## src/rtl/alu_flags_stage.sv

```systemverilog
// ALU result/flag commit stage: conditional flag update plus a
// two-entry result FIFO feeding writeback.
module alu_flags_stage #(
  parameter int WIDTH = 32
) (
  input  logic             clk,
  input  logic             reset,
  input  logic             in_valid,
  output logic             in_ready,
  input  logic [WIDTH-1:0] Y,
  input  logic             Zero,
  input  logic             Overflow,
  input  logic             Negative,
  input  logic             Carry,
  input  logic             set_flags,
  input  logic [3:0]       cond,
  input  logic [3:0]       rd,
  output logic             out_valid,
  input  logic             out_ready,
  output logic [WIDTH-1:0] out_result,
  output logic [3:0]       out_rd,
  output logic             out_write,
  output logic [3:0]       flags
);

  typedef struct packed {
    logic [WIDTH-1:0] res;
    logic [3:0]       rd;
    logic             wr;
  } entry_t;

  entry_t     mem_q [2];
  entry_t     head;
  logic [1:0] count_q, count_d;
  logic       wr_ptr_q, wr_ptr_d;
  logic       rd_ptr_q, rd_ptr_d;
  logic [3:0] flags_q, flags_d;
  logic       acc, pop, pass;
  logic       n, z, c, v;

  assign {n, z, c, v} = flags_q;

  always_comb begin
    pass = 1'b1;
    case (cond)
      4'h0: pass = z;
      4'h1: pass = !z;
      4'h2: pass = c;
      4'h3: pass = !c;
      4'h4: pass = n;
      4'h5: pass = !n;
      4'h6: pass = v;
      4'h7: pass = !v;
      4'h8: pass = c && !z;
      4'h9: pass = !c || z;
      4'hA: pass = (n == v);
      4'hB: pass = (n != v);
      4'hC: pass = !z && (n == v);
      4'hD: pass = z || (n != v);
      default: pass = 1'b1;
    endcase
  end

  assign in_ready  = (count_q < 2'd2);
  assign out_valid = (count_q != 2'd0);
  assign acc       = in_valid && in_ready;
  assign pop       = out_valid && out_ready;

  always_comb begin
    count_d  = count_q;
    wr_ptr_d = wr_ptr_q;
    rd_ptr_d = rd_ptr_q;
    flags_d  = flags_q;
    if (acc && !pop)
      count_d = count_q + 2'd1;
    else if (!acc && pop)
      count_d = count_q - 2'd1;
    if (acc)
      wr_ptr_d = ~wr_ptr_q;
    if (pop)
      rd_ptr_d = ~rd_ptr_q;
    if (acc && set_flags && pass)
      flags_d = {Negative, Zero, Carry, Overflow};
  end

  always_ff @(posedge clk) begin
    if (reset) begin
      count_q  <= 2'd0;
      wr_ptr_q <= 1'b0;
      rd_ptr_q <= 1'b0;
      flags_q  <= 4'b0000;
    end else begin
      count_q  <= count_d;
      wr_ptr_q <= wr_ptr_d;
      rd_ptr_q <= rd_ptr_d;
      flags_q  <= flags_d;
    end
  end

  // Storage needs no reset: outputs are masked while the FIFO is empty.
  always_ff @(posedge clk) begin
    if (!reset && acc)
      mem_q[wr_ptr_q] <= '{res: Y, rd: rd, wr: pass};
  end

  assign head       = mem_q[rd_ptr_q];
  assign out_result = out_valid ? head.res : '0;
  assign out_rd     = out_valid ? head.rd : 4'd0;
  assign out_write  = out_valid ? head.wr : 1'b0;
  assign flags      = flags_q;

endmodule

```

## config.mk

```make
export PLATFORM = sky130hd
export DESIGN_NAME = alu_flags_stage
export DESIGN_NICKNAME = d
export VERILOG_FILES = /design/src/rtl/alu_flags_stage.sv
export SDC_FILE = /design/constraint.sdc
export NUM_CORES = 1
export LEC_CHECK = 0
export ABC_CLOCK_PERIOD_IN_PS = 5390
export BUFFER_PORTS_ARGS = -buffer_cell sky130_fd_sc_hd__buf_4
export CORE_UTILIZATION = 30
export CTS_BUF_LIST = sky130_fd_sc_hd__clkbuf_16
export CTS_CLUSTER_SIZE = 16
export DETAILED_ROUTE_END_ITERATION = 6
export PLACE_DENSITY = 0.61
export RECOVER_POWER = 25
export SYNTH_ARGS = -nofsm -noshare
export SYNTH_HDL_FRONTEND = slang
export SYNTH_SLANG_ARGS = --single-unit
```

## constraint.sdc

```tcl
create_clock -name clk -period 5.39 [get_ports clk]
set_input_delay 0.539 -clock clk [delete_from_list [all_inputs] [get_ports clk]]
set_output_delay 0.539 -clock clk [all_outputs]
set_load 0.1 [all_outputs]
```

==> impl_metrics.toml, run 1 <==
[detailed_routing]
dr.pass1.iters = 4
vias = 2102
wire_per_inst_um = 14.0
drc = 0
ant_nets = 0
vias_per_cell = 4.55
first_iter_violations = 95
drt-total-wl_um = 6490

[place]
port_buffers = 91
gp_congestion = 0.654
hpwlAfterDp_um = 4150

[cts]
cts_tree = "built"
h-tree-depth = 3
cts_resized = 0
worst_skew_pair.late_latency_ns = 0.33
cts_setup_buffers = 0
cts_hold_buf = 0
clk_pin_slew_ns = 0.06
cts.sinks = 83
cts_buffers = 9
cts.root.buffer_cell = "clkbuf_16"
clk_path_buf_depth = 2

[synthesis]
synth_cell_types = 33
syn_nets = 277
synthesis.area_mm2 = 0.00339
synth_cells = 227
yosys_warnings = 0
synth-seq-cells = 83
ys_seq_area_frac = 0.710
postSynthAreaPerCell_um2 = 14.9

[worst_setup_path]
end_kind = "output pin"
worst-path-max-fanout = 37
r2r_setup_slack_ns = 3.14
cp.arrival_ns = 2.16
cp_slowest_stage_delay_ns = 1.10
critPathLaunchType = "flip-flop"
cp_slowest_cell = "dfxtp_2"
cp.required_ns = 4.85
path_buf_inv = 1
r2r_start = "count_q[1]"
path_cells = "mux2i_1 > nor2_1 > buf_4"
setup.worst_path.class = "flip-flop to output pin"
cp_top_family = "flip-flops"

[global_routing]
grtUsageMet3 = 0.0344
grt.busiest_layer = "met2"
groute.usage.overall = 0.117
gr-usage-met1 = 0.139
overflow = 0
grt_max_degree = 39
antenna_found_initial = 0
grt_pass1_wl_um = 10100
grt_pass1_vias = 2079
met2_usage = 0.190

[timing]
clock_skew_ns = 0.00497
rsz0062_at_grt = "false"
timing.final.crit_share = 0.501
tightest_slew_ns = 1.19
period_minus_slack_ns = 2.70
finalMaxSlewViolations = 0
fmax_mhz = 370
setup_violations = 0
relSlewSlack = 0.204
tns_ns = 0
hold_violations = 0

[floorplanning]
start_util = 0.310
die_area_mm2 = 0.0117
die_h_um = 108
core_area_mm2 = 0.0109
pin_count = 92
rows = 38
die_x_um = 108

[min_path]
hold_class = "input pin to flip-flop"
hold_path.startpoint = "Y[27]"

[finish]
antenna_cells = 0
layout-drive-gt1-share = 0.326
finalNetCount = 369
fillers = 1041
area_delta_synth_final_pct = 31.8

[run_status]
status = "finished, final reports clean"

[job]
maxCapViolCount = 0
-- flip-flops by register name (all words and copies together) (netlist names), named ones only --
signal and cells:
flags 4, mem_q 74, count_q 2, rd_ptr_q 1, wr_ptr_q 1
-- cell type report --
| cell class | count | area (um2) | area share |
|---|---|---|---|
| tap | 140 | 175 | 0.0393 |
| inverter | 3 | 11.3 | 0.00252 |
| clock inverter | 5 | 47.5 | 0.0107 |
| clock buffer | 9 | 225 | 0.0505 |
| sequential | 83 | 2400 | 0.539 |
| timing repair buffer | 93 | 672 | 0.151 |
| multi-input combinational | 129 | 927 | 0.208 |
-- worst register-to-register path, cell delays in order, from the launching register on --
cell and delay, ns:
dfxtp_1 0.37, nor2_4 0.75, inv_1 0.15, nand2_1 0.15, ha_1 0.28, or3_1 0.36
a21oi_1 0.14
-- synthesized netlist by cell type (all sizes together) --
master | n | share of area
clkbuf | 6 | 0.0067
o21ai | 4 | 0.0059
nor2b | 1 | 0.0018
nor2 | 42 | 0.047
edfxtp | 74 | 0.66
a311o | 1 | 0.0030
buf | 6 | 0.011
or3 | 1 | 0.0018
and3b | 1 | 0.0026
and4bb | 1 | 0.0037
nand2 | 3 | 0.0041
a21oi | 2 | 0.0030
xnor2 | 1 | 0.0026
a31oi | 2 | 0.0081
nand3 | 2 | 0.0030
or4 | 1 | 0.0022
ha | 1 | 0.0037
inv | 3 | 0.0033
and3 | 2 | 0.0037
dfxtp | 9 | 0.053
nand4b | 1 | 0.0026
a22oi | 1 | 0.0022
nor3b | 3 | 0.0067
or4b | 1 | 0.0030
nand3b | 1 | 0.0022
nand2b | 8 | 0.015
xor2 | 6 | 0.016
mux2i | 42 | 0.12
o311a | 1 | 0.0030
-- worst paths after layout --
| path | cells after the start | to |
|---|---|---|
| worst max register to register | 6 | count_q[1] |
| worst min-delay path | 1 | mem_q[1][32] |
| worst max-delay path | 3 | out_result[10] |
| worst min register to register | 2 | flip-flop |
-- per-stage QoR --
step / cell area, um2 / std cells / utilization / setup slack [ns] / hold slack [ns]
final: 4460 / 462 / 0.408 / 2.69 / 0.399
after global routing: 4460 / 462 / 0.408 / 2.53 / 0.388
after CTS: 4490 / 462 / 0.410 / 2.61 / 0.384
after detailed placement: 4220 / 448 / 0.385 / 2.97 / 0.486
after global placement: 4220 / 448 / 0.385 / 2.97 / 0.488
after floorplan: 3390 / 227 / - / 1.31 / 0.472
-- cell usage in the layout, fill, tap and decap left out, drive strengths merged, types with 3 or more instances in the layout --
master,netlist,layout
edfxtp,74,74
buf,6,68
mux2i,42,42
nor2,42,42
clkbuf,6,34
dfxtp,9,9
nand2b,8,8
xor2,6,6
inv,3,4
o21ai,4,4
nor3b,3,3
nand2,3,3
clkinv,0,3
-- layer usage --
metal  up-vias  share of wire
met4         0          0.021
met2        74           0.47
met3        11          0.067
met5         -              0
met1      1006           0.44
li1       1011              -
-- kinds of logic after synthesis --
kind of cell	synth area share
multiplexers	0.124
AO/OA/AOI/OAI	0.0251
buffers and inverters	0.0207
flip-flops	0.710
AND/OR/NAND/NOR	0.0987
adder cells (fa/ha/maj)	0.00369
XOR/XNOR	0.0181
Power of run 1 is left out: the tool's default activity adds up to more than one toggle a clock period on the data nets, which glitch-free logic cannot reach.
==> run 2, diff against run 1 <==
--- a/config.mk
+++ b/config.mk
@@ -5,7 +5,7 @@
 export SDC_FILE = /design/constraint.sdc
 export NUM_CORES = 1
 export LEC_CHECK = 0
-export ABC_CLOCK_PERIOD_IN_PS = 5390
+export ABC_CLOCK_PERIOD_IN_PS = 2560
 export BUFFER_PORTS_ARGS = -buffer_cell sky130_fd_sc_hd__buf_4
 export CORE_UTILIZATION = 30
 export CTS_BUF_LIST = sky130_fd_sc_hd__clkbuf_16
==> constraint.sdc (replaced) <==
create_clock -name clk -period 2.56 [get_ports clk]
set_input_delay 0.256 -clock clk [delete_from_list [all_inputs] [get_ports clk]]
set_output_delay 0.256 -clock clk [all_outputs]
set_load 0.1 [all_outputs]
==> impl_metrics.toml, run 2 (synthesis results as in run 1) <==
[cts]
clk_pin_slew_ns = 0.06
clk_path_buf_depth = 2
cts.root.buffer_cell = "clkbuf_16"
cts_hold_buf = 0
cts_buffers = 9
cts_tree = "built"
cts_resized = 0
worst_skew_pair.late_latency_ns = 0.32
h-tree-depth = 3
cts_setup_buffers = 0
cts.sinks = 83

[min_path]
hold_class = "input pin to flip-flop"
hold_depth = 1

[worst_setup_path]
cp_top_family = "flip-flops"
path_buf_inv = 2
critPathLaunchType = "flip-flop"
cp_num_cells = 4
cp.arrival_ns = 1.80
cp_slowest_stage_delay_ns = 0.62
worst-path-max-fanout = 24
reg2reg_depth = 5
path_cells = "buf_12 > mux2i_1 > nor2_2 > buf_4"
setup.worst_path.class = "flip-flop to output pin"
cp_slowest_cell = "dfxtp_2"
cp.required_ns = 2.30
end_kind = "output pin"

[global_routing]
grt_max_degree = 38
antenna_found_initial = 0
grt_pass1_vias = 2129
overflow = 0
groute.usage.overall = 0.117
grt_pass1_wl_um = 10000

[timing]
period_minus_slack_ns = 2.05
fmax_mhz = 488
setup_violations = 0
tightest_slew_ns = 0.525
clock_skew_ns = 0.00669
hold_violations = 0
finalMaxSlewViolations = 0
rsz0062_at_grt = "false"
tns_ns = 0
timing.final.crit_share = 0.801
relSlewSlack = 0.650

[detailed_routing]
first_iter_violations = 68
drt-total-wl_um = 6480
dr.pass1.iters = 4
ant_nets = 0
drc = 0
wire_per_inst_um = 13.9
vias = 2091
vias_per_cell = 4.48

[finish]
antenna_cells = 0
final_common_cell = "edfxtp_1"
layout-drive-gt1-share = 0.440
mostFrequentLayoutCells = "edfxtp_1, buf_4, mux2i_1, nor2_2, clkbuf_4"
seq_area_mm2 = 0.00240
area_delta_synth_final_pct = 36.8
finalNetCount = 373
fillers = 1034
largest_register_ffs = 74
final_cells = 467
top_register = "mem_q"
multi_input_area_mm2 = 0.00101

[place]
port_buffers = 91
gp_congestion = 0.741
dp.cells = 452
hpwlAfterDp_um = 4390

[floorplanning]
die_h_um = 108
rows = 38
start_util = 0.310
pin_count = 92
core_area_mm2 = 0.0109
die_area_mm2 = 0.0117
die_x_um = 108

[job]
maxCapViolCount = 0

[run_status]
status = "finished, final reports clean"
## run 2: changes by cell type in the layout (fill, tap and decap cells not counted), moves of 2 or more
cell      change
buf_4         +2
clkbuf_1      -3
clkbuf_4      +4
nor2_1       -30
nor2_2       +30
## run 2: worst paths after layout
check	end	from	slack [ns]
setup / recovery	out_result[5]	flip-flop	0.51
hold / removal	mem_q[0][26]	Y[21]	0.12
setup reg to reg	flags[1]	flags[3]	0.68
hold reg to reg	rd_ptr_q	rd_ptr_q	0.51
## run 2: per-stage QoR
stage | setup slack, ns | hold slack (ns) | util | area (um2)
2_1_floorplan | 0.0246 | 0.355 | - | 3470
3_3_place_gp | 0.732 | 0.443 | 0.397 | 4340
3_5_place_dp | 0.679 | 0.444 | 0.397 | 4340
4_1_cts | 0.457 | 0.0980 | 0.425 | 4650
5_1_grt | 0.390 | 0.105 | 0.424 | 4630
6_report | 0.509 | 0.119 | 0.424 | 4630
## run 2: cell type report
class,instances,area share
multi-input cells,129,0.218
inverters,3,0.00243
well taps,140,0.0378
clock buffers,9,0.0486
clock inverters,6,0.0178
flip-flops and latches,83,0.519
repair buffers,97,0.157
## run 2: per-layer routing
layer / track usage / share of wire / up-vias
met2: 0.201 / 0.52 / 58
met3: 0.0416 / 0.055 / 2
li1: - / - / 1021
met5: 0 / 0 / -
met4: 0.0431 / 0.0037 / 0
met1: 0.133 / 0.42 / 1010
## run 2: worst register-to-register path: stages, from the launching register on
cell and delay [ns]:
dfxtp_1 0.46, xor2_1 0.12, or4_1 0.40, a311o_1 0.32, a31oi_4 0.29, mux2i_1 0.22
Power of run 2 is left out for the same reason.
